`src/rtl/mux8_rr_arbiter.sv`:
```
// mux8_rr_arbiter: round-robin arbiter sharing one 8:1 mux; MUX8_ARB_TIMEOUT_EN enables forced release after MAX_HOLD cycles
module mux8_rr_arbiter #(
  parameter int MAX_HOLD = 16,
  parameter int HOLD_W   = 5
) (
  input  logic       clk,
  input  logic       rst,
  input  logic [7:0] req,
  input  logic [7:0] I,
  output logic [7:0] gnt,
  output logic [2:0] S,
  output logic       busy,
  output logic       Y,
  output logic       timeout
);
`ifdef MUX8_ARB_TIMEOUT_EN
  localparam bit TIMEOUT_EN = 1'b1;
`else
  localparam bit TIMEOUT_EN = 1'b0;
`endif
  typedef enum logic {IDLE, GRANT} state_t;
  state_t r_state, w_state;
  logic [2:0] r_ptr, w_ptr, r_s, w_s, w_off, w_win;
  logic [7:0] r_gnt, w_gnt, w_rot;
  logic r_busy, w_busy, r_timeout, w_timeout, w_force;
  logic [HOLD_W-1:0] r_hold, w_hold;
  // rotate requests so bit 0 is the current highest-priority requester
  assign w_rot = 8'({req, req} >> r_ptr);
  // lowest set bit of the rotated vector is the winner's offset from ptr
  always_comb begin
    w_off = '0;
    for (int k = 7; k >= 0; k--)
      if (w_rot[k]) w_off = 3'(k);
  end
  assign w_win = r_ptr + w_off;
  assign w_force = TIMEOUT_EN && req[r_s] && (r_hold == HOLD_W'(MAX_HOLD - 1));
  // next-state: grant from idle, release on drop or forced timeout
  always_comb begin
    w_state   = r_state;
    w_ptr     = r_ptr;
    w_s       = r_s;
    w_gnt     = r_gnt;
    w_busy    = r_busy;
    w_hold    = &r_hold ? r_hold : r_hold + HOLD_W'(1);
    w_timeout = 1'b0;
    if (r_state == IDLE) begin
      w_hold = '0;
      if (|req) begin
        w_state = GRANT;
        w_s     = w_win;
        w_gnt   = 8'b1 << w_win;
        w_busy  = 1'b1;
      end
    end else if (!req[r_s] || w_force) begin
      w_state   = IDLE;
      w_ptr     = r_s + 3'd1;
      w_gnt     = '0;
      w_busy    = 1'b0;
      w_timeout = w_force;
    end
  end
  // state and registered outputs
  always_ff @(posedge clk) begin
    if (rst) begin
      r_state   <= IDLE;
      r_ptr     <= '0;
      r_s       <= '0;
      r_gnt     <= '0;
      r_busy    <= 1'b0;
      r_hold    <= '0;
      r_timeout <= 1'b0;
    end else begin
      r_state   <= w_state;
      r_ptr     <= w_ptr;
      r_s       <= w_s;
      r_gnt     <= w_gnt;
      r_busy    <= w_busy;
      r_hold    <= w_hold;
      r_timeout <= w_timeout;
    end
  end
  assign gnt     = r_gnt;
  assign S       = r_s;
  assign busy    = r_busy;
  assign timeout = r_timeout;
  assign Y       = r_busy & I[r_s];
endmodule

```
`config.mk`:
```
export PLATFORM = sky130hd
export DESIGN_NAME = mux8_rr_arbiter
export DESIGN_NICKNAME = d
export VERILOG_FILES = /design/src/rtl/mux8_rr_arbiter.sv
export SDC_FILE = /design/constraint.sdc
export NUM_CORES = 1
export LEC_CHECK = 0
export ABC_AREA = 1
export CAP_MARGIN = 30
export CELL_PAD_IN_SITES_DETAIL_PLACEMENT = 0
export CELL_PAD_IN_SITES_GLOBAL_PLACEMENT = 1
export CORE_ASPECT_RATIO = 0.9
export CORE_MARGIN = 3
export CORE_UTILIZATION = 34
export DETAILED_ROUTE_END_ITERATION = 7
export PLACE_DENSITY = 0.82
export SLEW_MARGIN = 20
export SYNTH_ARGS = -nofsm -noshare
export SYNTH_HDL_FRONTEND = slang
export SYNTH_SLANG_ARGS = --single-unit
```
`constraint.sdc`:
```
create_clock -name clk -period 3.9 [get_ports clk]
set_clock_uncertainty 0.15 [all_clocks]
set_input_delay 1.17 -clock clk [delete_from_list [all_inputs] [get_ports clk]]
set_output_delay 1.17 -clock clk [all_outputs]
set_load 0.03 [all_outputs]
```
==> results of run 1 <==
## path summary, 6_finish.rpt
kind,endpoint,slack [ns],cells past startpoint
setup / recovery,Y,0.30,6
setup reg to reg,gnt[4]$_SDFFE_PP0P_,0.89,17
hold / removal,gnt[2]$_SDFFE_PP0P_,0.32,2
hold reg to reg,gnt[2]$_SDFFE_PP0P_,0.32,2
## cells in the final DEF, fill, tap and decap left out, drive strengths merged, types with 2 or more instances in the layout
cell type,Yosys,routed
a31oi,2,2
inv,16,16
nand4,2,2
o22ai,3,3
buf,5,24
nand2,65,65
clkdlybuf4s50,0,21
clkbuf,1,4
ha,2,2
a21oi,12,12
nor2,27,27
nand3,28,28
dlymetal6s2s,0,8
o21ai,15,15
dfxtp,16,16
## layout make-up
class	count	share of cell area, %
sequential	16	16.6
tap	44	2.85
timing repair buffer	53	25.4
multi-input combinational	165	48.4
clock buffer	4	2.85
inverter	17	3.95
## logic make-up (layout without fill, tap and decap cells)
| group | Yosys count | in the layout | share of synthesized area, % |
|---|---|---|---|
| AOI/OAI and AO/OA | 36 | 36 | 15.7 |
| xor gates and xnor gates | 2 | 2 | 1.33 |
| adders and majority gates | 3 | 3 | 3.41 |
| buffers and inverters | 23 | 74 | 9.48 |
| DFF | 16 | 16 | 24.3 |
| other | 1 | 1 | 0.284 |
| and+or+nand+nor | 123 | 123 | 45.5 |
## layer usage
layer  up-vias  wire [µm]
met4         0          7
met2        23       1610
met3         2         84
li1        780          -
met1       659       1810
met5         -          0
## Yosys cell counts (all sizes together) (2+ instances only)
master	number
a31oi	2
nor2	27
nand4	2
inv	16
nand2	65
o22ai	3
ha	2
o21ai	15
nand3	28
buf	5
a21oi	12
dfxtp	16
## sequential cells by signal, summed over array words and instances (netlist names)
register / flops
S: 3
busy: 1
gnt: 8
r_state: 1
r_ptr: 3
## report_power, final
group          total [mW]  internal, mW  switching, mW
Combinational        1.08         0.459          0.625
Sequential          0.307         0.215         0.0921
Clock               0.147        0.0896         0.0576
## stage by stage
step                      power, mW  instance area (µm²)  hold WS, ns
after global routing           1.69                 1930        0.338
after detailed placement       1.30                 1750        0.308
after global placement         1.30                 1750        0.304
after CTS                      1.45                 1810        0.318
after floorplan               0.991                 1320        0.432
final                          1.54                 1930        0.316
## critical path, delay by kind of cell
family | cells | cell delay, ns
buf+inv | 2 | 0.63
compound gates | 4 | 0.47
## timing repair
action / 4_1_cts / 5_1_grt
gates resized for setup: 0 / 26
buffers inserted: 0 / 6
endpoints found under the setup margin: 0 / 10
==> impl_metrics.toml, run 1 <==
[run_status]
outcome = "finished clean"

[grt]
overflow = 0
grt_busiest_layer = "met2"
grt_pass1_vias = 1380
grt_max_degree = 12
antenna_found_initial = 0
grt_use_met2_pct = 24.5
use_met1_pct = 21.2
grt.total_usage_pct = 15.0
grt_pass1_wl_um = 5850
use_met3_pct = 2.29

[detailed_routing]
drt_iter0_markers = 44
avgViaCountPerCell = 4.90
postRouteAntennaNets = 0
drt-total-wl_um = 3510
drc = 0
vias = 1464
wl_per_cell_um = 11.7
firstDrtPassIters = 4

[power]
p_leak_nw = 0.911
ir_drop_mv = 0.446
power_density_nw_per_um2 = 796

[hold_path]
min_from = "gnt[2]$_SDFFE_PP0P_"
hp-class = "flip-flop to flip-flop"

[clock_network]
cts_root_buf = "clkbuf_8"
clock_sinks = 16
hold_buffers = 0
cts_buffers = 3
tritoncts = "built"
cts_buffer_depth = 2
clk_latency_ns = 0.25
htreeDepth = 1
clkTransAtPathRegs_ns = 0.06

[die]
start_util_pct = 37.1
coreArea_um2 = 3550
dieArea_um2 = 4670
rows = 20
num_io_pins = 32
die_w_um = 71.7
die_h_um = 65.1

[critical_path]
cp-start-kind = "primary input"
crit_fanout = 1
critical_path_class = "primary input to output port"
worstSetupEndpointType = "output port"
reg2reg_from = "r_ptr[1]$_SDFFE_PP0P_"
cp-startpoint = "I[6]"
crit_arrival_ns = 2.28
cp_common_cell = "o21ai_0"
worstPathCellList = "clkdlybuf4s50_1, o21ai_0, o22ai_1, o21ai_0, a31oi_1, buf_4"
slowest_stage = "clkdlybuf4s50_1"
critPathRequiredTime_ns = 2.58
max_stage_delay_ns = 0.45

[final_layout]
seqCellArea_um2 = 320
finalCoreUtilization_pct = 54.4
drive_gt1_share_pct = 30.6
antenna_cells = 0
area_delta_synth_final_pct = 46.5
fillers = 380
finalNonFillerCells = 299
multi_input_area_um2 = 937
nets = 277

[place]
place_worst_setup_slack_ns = -0.162
hpwlAfterDp_um = 2680
gp_congestion = 0.765
io_buffers = 30
dp.cells = 289

[synth]
yosysTopAreaCellShare_pct = 24.3
ys_seq_area_share_pct = 24.3
syn_inst = 204
synth_edf_count = 0
syn_avg_cell_area_um2 = 6.47
yosys-top-cells-area = "dfxtp_1 (24%), nand2_1 (15%), nand3_1 (7.6%)"
synth_area_leader_cell = "dfxtp_1"
ys.flop_type = "dfxtp_1"
yosysWarnings = 0
syn-num-nets = 225
ys_seq_elements = 16
async_flop_share_pct = 0
synth_cell_type_count = 34
synth_area_um2 = 1320

[sta]
fmax_mhz = 278
fin_crit_sh_pct = 92.3
report.final.slew_viol_count = 0
layout_min_cycle_time_ns = 3.60
tightest_slew_ns = 0.519
rsz0062_at_grt = "false"
tns_ns = 0
setup_viol = 0
setup_ws_ns = 0.301
slew_headroom_pct = 65.3
hold_viol = 0

[flow_run]
maxCapViolations = 0
Power figures use the tool's default switching activity.
==> inputs of run 2 (changes only) <==
--- a/config.mk
+++ b/config.mk
@@ -14,7 +14,7 @@
 export CORE_UTILIZATION = 34
 export DETAILED_ROUTE_END_ITERATION = 7
 export PLACE_DENSITY = 0.82
-export SLEW_MARGIN = 20
+export SKIP_CTS_REPAIR_TIMING = 1
 export SYNTH_ARGS = -nofsm -noshare
 export SYNTH_HDL_FRONTEND = slang
 export SYNTH_SLANG_ARGS = --single-unit
==> results of run 2 <==
No change in the layout: final DEF, timing and power equal those of run 1.
==> inputs of run 3 (changes only) <==
--- a/config.mk
+++ b/config.mk
@@ -14,6 +14,7 @@
 export CORE_UTILIZATION = 34
 export DETAILED_ROUTE_END_ITERATION = 7
 export PLACE_DENSITY = 0.82
+export REMOVE_ABC_BUFFERS = 1
 export SKIP_CTS_REPAIR_TIMING = 1
 export SYNTH_ARGS = -nofsm -noshare
 export SYNTH_HDL_FRONTEND = slang
==> impl_metrics.toml, run 3 (same netlist as run 1, synthesis figures left out) <==
[run_status]
outcome = "finished clean"

[sta]
setup_viol = 0
fmax_mhz = 273
report.final.slew_viol_count = 0
setup_ws_ns = 0.234
layout_min_cycle_time_ns = 3.67
hold_viol = 0
fin_crit_sh_pct = 94.0

[grt]
grt.total_usage_pct = 14.7
grt_max_degree = 12
overflow = 0
antenna_found_initial = 0
grt_pass1_vias = 1277
grt_pass1_wl_um = 5650

[die]
rows = 20
die_h_um = 65.1
coreArea_um2 = 3550
num_io_pins = 32
die_w_um = 71.7
dieArea_um2 = 4670
start_util_pct = 37.1

[power]
p_leak_nw = 0.830
ir_drop_mv = 0.496
power_density_nw_per_um2 = 800
power.total_mw = 1.48

[detailed_routing]
wl_per_cell_um = 11.3
drt-total-wl_um = 3300
drt_iter0_markers = 56
vias = 1438
firstDrtPassIters = 4
drc = 0
postRouteAntennaNets = 0
avgViaCountPerCell = 4.91

[clock_network]
htreeDepth = 1
clock_sinks = 16
cts_buffer_depth = 2
cts_root_buf = "clkbuf_8"
clkTransAtPathRegs_ns = 0.06
cts_buffers = 3
clk_latency_ns = 0.25
tritoncts = "built"

[critical_path]
worstPathCellList = "clkdlybuf4s50_1, nand2_1, nand3_2, nand3_1, nand2_1, a31oi_1, o21ai_1, nand2_1, a21boi_2, ha_1, inv_1, fa_1, xnor2_2, inv_1, nand2_2, nand2_4, inv_2, nand2_1, a21oi_2"
r2r-end = "gnt[4]$_SDFFE_PP0P_"
cp-start-kind = "primary input"
critPathRequiredTime_ns = 3.93
crit_arrival_ns = 3.70
slowest_stage = "clkdlybuf4s50_1"
worstSetupEndpointType = "flip-flop"
critical_path_class = "primary input to flip-flop"
cp-startpoint = "req[6]"
r2r_cells = 18
max_stage_delay_ns = 0.50
critical_path_depth = 19
cp_common_cell = "nand2_1"
cp_num_buf_inv = 4
crit_fanout = 6
critPathTopFamily = "buffers and inverters"
endpoint = "gnt[4]$_SDFFE_PP0P_"
reg2reg_from = "r_ptr[0]$_SDFFE_PP0P_"
ff2ff_setup_slack_ns = 0.98

[place]
dp.cells = 288
hpwlAfterDp_um = 2630
io_buffers = 30
place_worst_setup_slack_ns = -0.163
gp_congestion = 0.762

[final_layout]
largest_reg_flops = 8
finalNonFillerCells = 293
antenna_cells = 0
nets = 271
area_delta_synth_final_pct = 40.2
final_cell_mix = "nand2_1 (50), clkdlybuf4s50_1 (26), nor2_1 (21)"
drive_gt1_share_pct = 26.1
final_common_cell = "nand2_1"

[flow_run]
maxCapViolations = 0

[hold_path]
hp-class = "flip-flop to flip-flop"
min_from = "gnt[2]$_SDFFE_PP0P_"
==> run 3: final cells by class <==
cell class,count,area (µm²)
Fill cell,374,1700
Multi-Input combinational cell,165,911
Timing Repair Buffer,47,433
Sequential cell,16,320
Inverter,17,76.3
Clock buffer,4,55.1
Tap cell,44,55.1
==> run 3: per-stage QoR <==
stage	TNS (ns)	area (µm²)	util (%)	hold WS (ns)
final	0	1850	52.1	0.319
after global placement	-1.23	1740	49.1	0.306
after global routing	-0.0159	1850	52.1	0.346
after floorplan	0	1270	-	0.432
after detailed placement	-1.04	1740	49.1	0.309
after CTS	0	1800	50.6	0.319
==> run 3: how the worst min path moves through the flow <==
stage | cells past startpoint | endpoint | slack (ns)
finish | 2 | gnt[2]$_SDFFE_PP0P_ | 0.32
global route | 2 | gnt[2]$_SDFFE_PP0P_ | 0.35
CTS | 2 | gnt[2]$_SDFFE_PP0P_ | 0.32
detailed placement | 2 | gnt[3]$_SDFFE_PP0P_ | 0.31
global placement | 2 | gnt[3]$_SDFFE_PP0P_ | 0.31
floorplan | 2 | r_state$_SDFF_PP0_ | 0.43
==> run 3: where the power goes <==
part	internal, mW	total [mW]	switching [mW]
Combinational	0.429	1.02	0.596
Sequential	0.215	0.308	0.0930
Clock	0.0896	0.147	0.0575
==> run 3: layer usage <==
metal | up-vias | share of wire [%] | track usage (%) | wire length [µm]
li1 | 762 | - | - | -
met1 | 647 | 51 | 20.6 | 1690
met2 | 27 | 44 | 23.3 | 1440
met3 | 2 | 4.7 | 3.67 | 156
met4 | 0 | 0.36 | 2.11 | 12
met5 | - | 0 | 0 | 0
==> run 3: worst reg2reg max path: stages (launching register included) <==
cell and delay (ns):
dfxtp_1 0.60, nand2_1 0.16, nand3_2 0.11, nand3_1 0.09
nand2_1 0.10, a31oi_1 0.08, o21ai_1 0.12, nand2_1 0.07
a21boi_2 0.12, ha_1 0.14, inv_1 0.05, fa_1 0.40
xnor2_2 0.18, inv_1 0.07, nand2_2 0.09, nand2_4 0.08
inv_2 0.07, nand2_1 0.07, a21oi_2 0.11
